$ cat config.mk
export PLATFORM = sky130hd
export DESIGN_NAME = turn_scheduler
export DESIGN_NICKNAME = d
export VERILOG_FILES = /design/src/rtl/turn_scheduler.sv
export SDC_FILE = /design/constraint.sdc
export NUM_CORES = 1
export LEC_CHECK = 0
export CAP_MARGIN = 20
export CORE_MARGIN = 2
export CORE_UTILIZATION = 40
export DETAILED_ROUTE_END_ITERATION = 10
export SYNTH_ARGS = -nofsm -noshare
export SYNTH_HDL_FRONTEND = slang
export SYNTH_SLANG_ARGS = --single-unit
$ cat constraint.sdc
create_clock -name clk -period 2.9 [get_ports clk]
set_clock_uncertainty 0.2 [all_clocks]
set_input_delay 0.29 -clock clk [delete_from_list [all_inputs] [get_ports clk]]
set_output_delay 0.29 -clock clk [all_outputs]
set_load 0.02 [all_outputs]
$ cat src/rtl/turn_scheduler.sv
// Two-player turn controller for the shared 1..26 selection counter: grants the
// counter to one player at a time, enforces the turn time limit and reports the winner.
module turn_scheduler #(
  parameter int TURN_CYCLES = 50_000_000
) (
  input  logic       clk,
  input  logic       rst,
  input  logic       start,
  input  logic       p1_req,
  input  logic       p2_req,
  input  logic       p1_done,
  input  logic       p2_done,
  input  logic [4:0] count_in,
  output logic       cnt_enable,
  output logic       cnt_signal,
  output logic       cnt_rst,
  output logic [1:0] active_player,
  output logic [4:0] p1_sel,
  output logic [4:0] p2_sel,
  output logic       p1_to,
  output logic       p2_to,
  output logic [1:0] winner,
  output logic       game_over
);

  localparam int TW = $clog2(TURN_CYCLES);
  localparam logic [TW-1:0] TIMER_LOAD = TW'(TURN_CYCLES - 1);

  typedef enum logic [2:0] {
    IDLE,
    P1_TURN,
    P1_LOCK,
    P2_TURN,
    P2_LOCK,
    DONE
  } state_t;

  state_t          state_q, state_d;
  logic [TW-1:0]   timer_q, timer_d;
  logic            cnt_signal_q, cnt_signal_d;
  logic [4:0]      p1_sel_q, p1_sel_d;
  logic [4:0]      p2_sel_q, p2_sel_d;
  logic            p1_to_q, p1_to_d;
  logic            p2_to_q, p2_to_d;
  logic [1:0]      winner_q, winner_d;

  always_ff @(posedge clk) begin
    if (rst) begin
      state_q      <= IDLE;
      timer_q      <= '0;
      cnt_signal_q <= 1'b0;
      p1_sel_q     <= '0;
      p2_sel_q     <= '0;
      p1_to_q      <= 1'b0;
      p2_to_q      <= 1'b0;
      winner_q     <= 2'b00;
    end else begin
      state_q      <= state_d;
      timer_q      <= timer_d;
      cnt_signal_q <= cnt_signal_d;
      p1_sel_q     <= p1_sel_d;
      p2_sel_q     <= p2_sel_d;
      p1_to_q      <= p1_to_d;
      p2_to_q      <= p2_to_d;
      winner_q     <= winner_d;
    end
  end

  // A step strobe is only produced while the turn continues; the edge that
  // leaves the turn (done or timeout) never issues one, so LOCK sees it low.
  always_comb begin
    state_d      = state_q;
    timer_d      = timer_q;
    cnt_signal_d = 1'b0;
    p1_sel_d     = p1_sel_q;
    p2_sel_d     = p2_sel_q;
    p1_to_d      = p1_to_q;
    p2_to_d      = p2_to_q;
    winner_d     = winner_q;

    case (state_q)
      IDLE, DONE: begin
        if (start) begin
          state_d  = P1_TURN;
          timer_d  = TIMER_LOAD;
          p1_sel_d = '0;
          p2_sel_d = '0;
          p1_to_d  = 1'b0;
          p2_to_d  = 1'b0;
          winner_d = 2'b00;
        end
      end
      P1_TURN: begin
        if (p1_done) begin
          state_d = P1_LOCK;
        end else if (timer_q == '0) begin
          state_d = P1_LOCK;
          p1_to_d = 1'b1;
        end else begin
          timer_d      = timer_q - TW'(1);
          cnt_signal_d = p1_req;
        end
      end
      P1_LOCK: begin
        p1_sel_d = count_in;
        state_d  = P2_TURN;
        timer_d  = TIMER_LOAD;
      end
      P2_TURN: begin
        if (p2_done) begin
          state_d = P2_LOCK;
        end else if (timer_q == '0) begin
          state_d = P2_LOCK;
          p2_to_d = 1'b1;
        end else begin
          timer_d      = timer_q - TW'(1);
          cnt_signal_d = p2_req;
        end
      end
      P2_LOCK: begin
        // p2_sel is captured on this same edge, so compare against count_in directly.
        p2_sel_d = count_in;
        state_d  = DONE;
        if (p1_sel_q > count_in) begin
          winner_d = 2'b01;
        end else if (p1_sel_q < count_in) begin
          winner_d = 2'b10;
        end else begin
          winner_d = 2'b11;
        end
      end
      default: begin
        state_d = IDLE;
      end
    endcase
  end

  always_comb begin
    cnt_enable    = 1'b0;
    cnt_rst       = 1'b0;
    active_player = 2'b00;
    game_over     = 1'b0;
    case (state_q)
      IDLE: begin
        cnt_rst = 1'b1;
      end
      P1_TURN: begin
        cnt_enable    = 1'b1;
        active_player = 2'b01;
      end
      P1_LOCK: begin
        cnt_rst       = 1'b1;
        active_player = 2'b01;
      end
      P2_TURN: begin
        cnt_enable    = 1'b1;
        active_player = 2'b10;
      end
      P2_LOCK: begin
        cnt_rst       = 1'b1;
        active_player = 2'b10;
      end
      DONE: begin
        cnt_rst   = 1'b1;
        game_over = 1'b1;
      end
      default: begin
        cnt_rst = 1'b1;
      end
    endcase
  end

  assign cnt_signal = cnt_signal_q;
  assign p1_sel     = p1_sel_q;
  assign p2_sel     = p2_sel_q;
  assign p1_to      = p1_to_q;
  assign p2_to      = p2_to_q;
  assign winner     = winner_q;

endmodule
# --- Word-level counts from Yosys, hierarchy flattened ---
# Cells that the tools add are included.
totals:
  wordCells: 73
  out_inout_bits: 20
  inputBits: 12
  regBits: 44
classes:
  order_cmp: 2
  n_reduce_logical: 17
  addsub: 1
  mux: 33
  eq_ne: 12
op_table:
  columns: ["op", "n"]
  rows:
  - ["$mux W26", 4]
  - ["$pmux W26 S4", 1]
  - ["$logic_not A26 Y1", 1]
  - ["$sub A26 B1 Y26 const B", 1]
  - ["$pmux W5 S2", 2]
  - ["$mux W3", 5]
  - ["$pmux W3 S5", 1]
  - ["$mux W1", 12]
  - ["$reduce_and A4 Y1", 3]
  - ["$ne A2 B2 Y1 const B", 5]
  - ["$pmux W2 S2", 2]
  - ["$reduce_bool A2 Y1", 4]
  - ["$reduce_or A2 Y1", 4]
  - ["$eq A3 B2 Y1 const B", 2]
  - ["$eq A3 B3 Y1 const B", 2]
  - ["$ne A3 B3 Y1 const B", 2]
  - ["$pmux W1 S2", 3]
  - ["$gt A5 B5 Y1", 1]
  - ["$lt A5 B5 Y1", 1]
  - ["$mux W5", 1]
  - ["$mux W2", 2]
  - ["$reduce_and A2 Y1", 2]
  - ["$reduce_bool A4 Y1", 1]
  - ["$eq A3 B1 Y1 const B", 1]
  - ["other kinds (2)", 2]

# --- Logic depth before layout (Yosys ltp) ---
logic_depth:
  ltp_word: 4
  ltp_mapped: 9
  ltp_nobuf: 7

# --- Least setup slack after synthesis ---
# No wires, ideal clock.
synth_timing:
  path_kind: "reg-to-reg"
  startpoint: "reg state_q[0]"
  endpoint: "reg timer_q[15]"
  required_time_ns: 2.578
  n_path_buf: 2
  stages_incl_launch_ff: 8
  setup_slack_ns: 0.457
  setup_time_ns: 0.122
  period_less_slack_ns: 2.443
  arrival_ns: 2.121
  cell_sequence: "dfxtp_1 -> nor2b_1 -> clkbuf_1 -> inv_1 -> nor4_4 -> buf_6 -> nor3_2 -> o311a_1"
synth_between:
  elab_chain_len: 4
  word_cells_on_any_way: 12
  cone_classes: "eq/ne: 7; mux: 1; reduce/logical: 4"
synth_lines:
  columns: ["element", "line_no", "rtl"]
  rows:
  - ["from (decl)", "38", "state_t state_q, state_d;"]
  - ["from (signal assigned)", "58", "state_q <= state_d;"]
  - ["$eq A3 B3 Y1 / $logic_not A3 Y1 (equally long branches)", "81", "case (state_q)"]
  - ["$reduce_or A2 Y1", "81", null]
  - ["$reduce_bool A4 Y1 (no source line) / $ne A2 B2 Y1 (equally long branches)", null, null]
  - ["$reduce_and A4 Y1 (no source line)", null, null]
  - ["to (signal assigned)", "59", "timer_q <= timer_d;"]
  - ["to (decl)", "39", "logic [TW-1:0] timer_q, timer_d;"]
# Parallel ways exist; a longest one is shown, timed or not.
# A chain may end at the register's enable or synchronous reset.

# --- Worst setup path after layout ---
layout_timing:
  startpoint: "reg state_q[0]"
  endpoint: "out active_player[1]"
layout_between:
  elab_chain_len: 3
  word_cells_on_any_way: 7
  cone_classes: "eq/ne: 4; mux: 1; reduce/logical: 2"
layout_lines:
  columns: ["element", "line_no", "rtl"]
  rows:
  - ["$eq A3 B3 Y1, or another cell as far along", "143", "case (state_q)"]
  - ["$reduce_or A2 Y1 (no source line)", null, null]
  - ["$pmux W2 S2 (*)", "143", null]
  - ["to (decl)", "17", "output logic [1:0] active_player,"]
# Mark *: on every way between the ends. The rest lies on a longest branch, timed or not.

==> out/results.tsv <==
stage	metric	value	unit
clocking	tritoncts	done	
clocking	cts_buffer_depth	2	
global_routing	grt_usage	0.190	
flow_run	drv_cap	0	
clocking	cts_root_buffer	clkbuf_8	
floorplanning	fp.dieH	82.9	um
detailed_routing	dr.first_iter.drc_count	123	
placed_design	preCtsSetupSlack	0.342	ns
worst_setup_path	cp.arrival	2.10	ns
detailed_routing	post-route-drc-count	0	
finish	fillers	580	
yosys	synth_top_area_cell	dfxtp_1	
worst_setup_path	required	2.41	ns
yosys	ys_seq_area_frac	0.354	
clocking	clkSinkCount	44	
worst_setup_path	regToRegSetupSlack	0.34	ns
yosys	synth_area	2490	um2
min_path	min_path_type	register to register	
finish	finalNonFillerCells	410	
detailed_routing	routed_via_density	5.86	
sta	setup_tns	0	ns
worst_setup_path	endpoint_kind	output port	
pwr	combPwrFrac	0.310	
clocking	postCtsSetupBuffers	0	
sta	min_period	2.59	ns
worst_setup_path	worstSetupStartpointType	register	
floorplanning	io_pins	32	
sta	worst_slack	0.315	ns
placed_design	gp_congestion	0.806	
sta	rsz0062_at_grt	false	
yosys	synthCells	301	
placed_design	placed_cells	402	
sta	fmax	0.387	GHz
sta	timing.final.crit_share	0.891	
global_routing	grt_pass1_wl	10700	um
yosys	synth_ff_type	dfxtp_1	
yosys	ys_warn_count	0	
pwr	p_seq_frac	0.409	
placed_design	hpwl	4670	um
yosys	yosysTopAreaCellShare	0.354	
yosys	syn_area_per_cell	8.27	um2
pwr	clock_power_share	0.281	
pwr	power_switching	0.633	mW
global_routing	grt_pass1_vias	2139	
sta	slew_viol_final	0	
placed_design	port_buffers	31	
global_routing	grt_max_degree	30	
clocking	cts_resized	0	
global_routing	antenna_found_initial	0	
placed_design	placed_cell_area	2910	um2
detailed_routing	wirelength	6510	um
finish	final_net_count	352	
clocking	cts_hold_buf	0	
yosys	async_reset_ff_frac	0	
pwr	powerDensity	598	nW/um2
floorplanning	initial_utilization	0.418	
pwr	p_total	1.81	mW
sta	slew_headroom	0.489	
pwr	p_sw_frac	0.349	
clocking	cts.htree.levels	2	
worst_setup_path	cp_max_fo	15	
detailed_routing	wl_per_cell	15.9	um
pwr	p_int	1.18	mW
floorplanning	rows	28	
yosys	synth-seq-cells	44	
yosys	synth_edf_count	0	
sta	setup_viol	0	
clocking	numCtsBuffers	5	
finish	design_area	3030	um2
floorplanning	die_x	82.9	um
finish	diodes	0	
pwr	leakage	1.08	nW
finish	syn_to_final_growth	21.8	%
outcome	status	finished, final reports clean	
detailed_routing	ant_nets	0	
detailed_routing	drt_first_pass_iters	4	
worst_setup_path	crit_type	register to output port	
sta	finalHoldViolCount	0	
finish	drive_gt1_frac	0.0955	
pwr	ir_drop	0.000351	V
clocking	clkLatencyLatePin	0.31	ns
floorplanning	coreArea	5960	um2
sta	worst_slew_pin_slew	0.765	ns
yosys	netlist-cell-type-count	54	
yosys	synth_area_leaders	dfxtp_1 (35%), or4_1 (4.5%), a21oi_1 (4.0%), nor2_1 (3.9%), or3_1 (3.8%)	
global_routing	grt-ovfl-total	0	
clocking	clk_pin_slew	0.09	ns
yosys	synth_nets	319	
detailed_routing	vias	2404	
floorplanning	die_area	6870	um2
-- cells by family after synthesis --
| logic type | after synthesis | share of synthesized area |
|---|---|---|
| simple gates | 130 | 0.313 |
| compound gates | 86 | 0.230 |
| flops | 44 | 0.354 |
| buf+inv | 30 | 0.0538 |
| fa+ha+maj | 6 | 0.0302 |
| mux | 3 | 0.0121 |
| xor+xnor | 2 | 0.00704 |
-- Yosys cell counts, types with 9 or more instances --
cell	number
dfxtp_1	44
nor2_1	26
nor3_1	9
nand2_1	14
or4_1	15
or3_1	15
a21oi_1	20
nand3_1	12
inv_1	13
o31ai_1	10
clkbuf_1	11
a31oi_1	12
o21ai_0	10
-- registers in the layout, summed over array words and instances (netlist names) --
name        count
cnt_signal      1
p1_sel          5
p1_to           1
p2_sel          5
p2_to           1
state_q         3
timer_q        26
winner          2
-- power by group through the flow --
stage | clock [mW] | sequential (mW) | combinational [mW]
6_report | 0.509 | 0.742 | 0.562
5_1_grt | 0.547 | 0.752 | 0.621
4_1_cts | 0.519 | 0.740 | 0.559
3_5_place_dp | 0 | 0.753 | 0.556
3_3_place_gp | 0 | 0.753 | 0.552
2_1_floorplan | 0 | 0.734 | 0.391
-- placed cells by master, fill, tap and decap left out, drive strengths merged, types with 5 or more instances in the layout --
| cell | instances |
|---|---|
| a211oi | 7 |
| nor4 | 10 |
| or3 | 15 |
| o21ai | 12 |
| nand3 | 12 |
| a31oi | 12 |
| or4 | 16 |
| nand2 | 14 |
| o311a | 5 |
| ha | 6 |
| a22oi | 6 |
| a21oi | 20 |
| inv | 13 |
| buf | 12 |
| o31ai | 10 |
| clkbuf | 6 |
| nor2 | 26 |
| dfxtp | 44 |
| nor3 | 11 |
| clkdlybuf4s50 | 31 |
-- routing by layer --
| layer | GRT usage | up-vias | part of all wire |
|---|---|---|---|
| met1 | 0.285 | 1136 | 0.53 |
| met2 | 0.268 | 41 | 0.42 |
| met4 | 0.0641 | 0 | 0.011 |
| li1 | - | 1222 | - |
| met5 | 0 | - | 0 |
| met3 | 0.0358 | 5 | 0.035 |
-- worst max-delay path: stages (launching register included) --
cell	delay, ns
dfxtp_1	0.62
nor2b_1	0.22
buf_4	0.18
a21o_1	0.15
clkdlybuf4s50_1	0.61
-- worst paths after layout --
kind	start	end	depth (start not counted)
max reg2reg	timer_q[7]	timer_q[25]	5
min	p2_sel[3]	p2_sel[3]	2
min reg2reg	p2_sel[3]	p2_sel[3]	2
max	state_q[0]	active_player[1]	4
-- metrics by stage --
stage	utilization	hold slack, ns
6_report	0.509	0.278
2_1_floorplan	-	0.226
4_1_cts	0.509	0.278
3_5_place_dp	0.489	0.264
3_3_place_gp	0.489	0.257
5_1_grt	0.509	0.302
-- area by class of cell --
class | instances | area (um2) | share of cell area
clock buffer | 6 | 82.6 | 0.0272
clock inverter | 2 | 38.8 | 0.0128
inverter | 13 | 48.8 | 0.0161
multi-input combinational | 227 | 1470 | 0.486
sequential | 44 | 881 | 0.291
tap | 75 | 93.8 | 0.0310
timing repair buffer | 43 | 413 | 0.136
No activity file was read; power rests on OpenSTA's default activity.
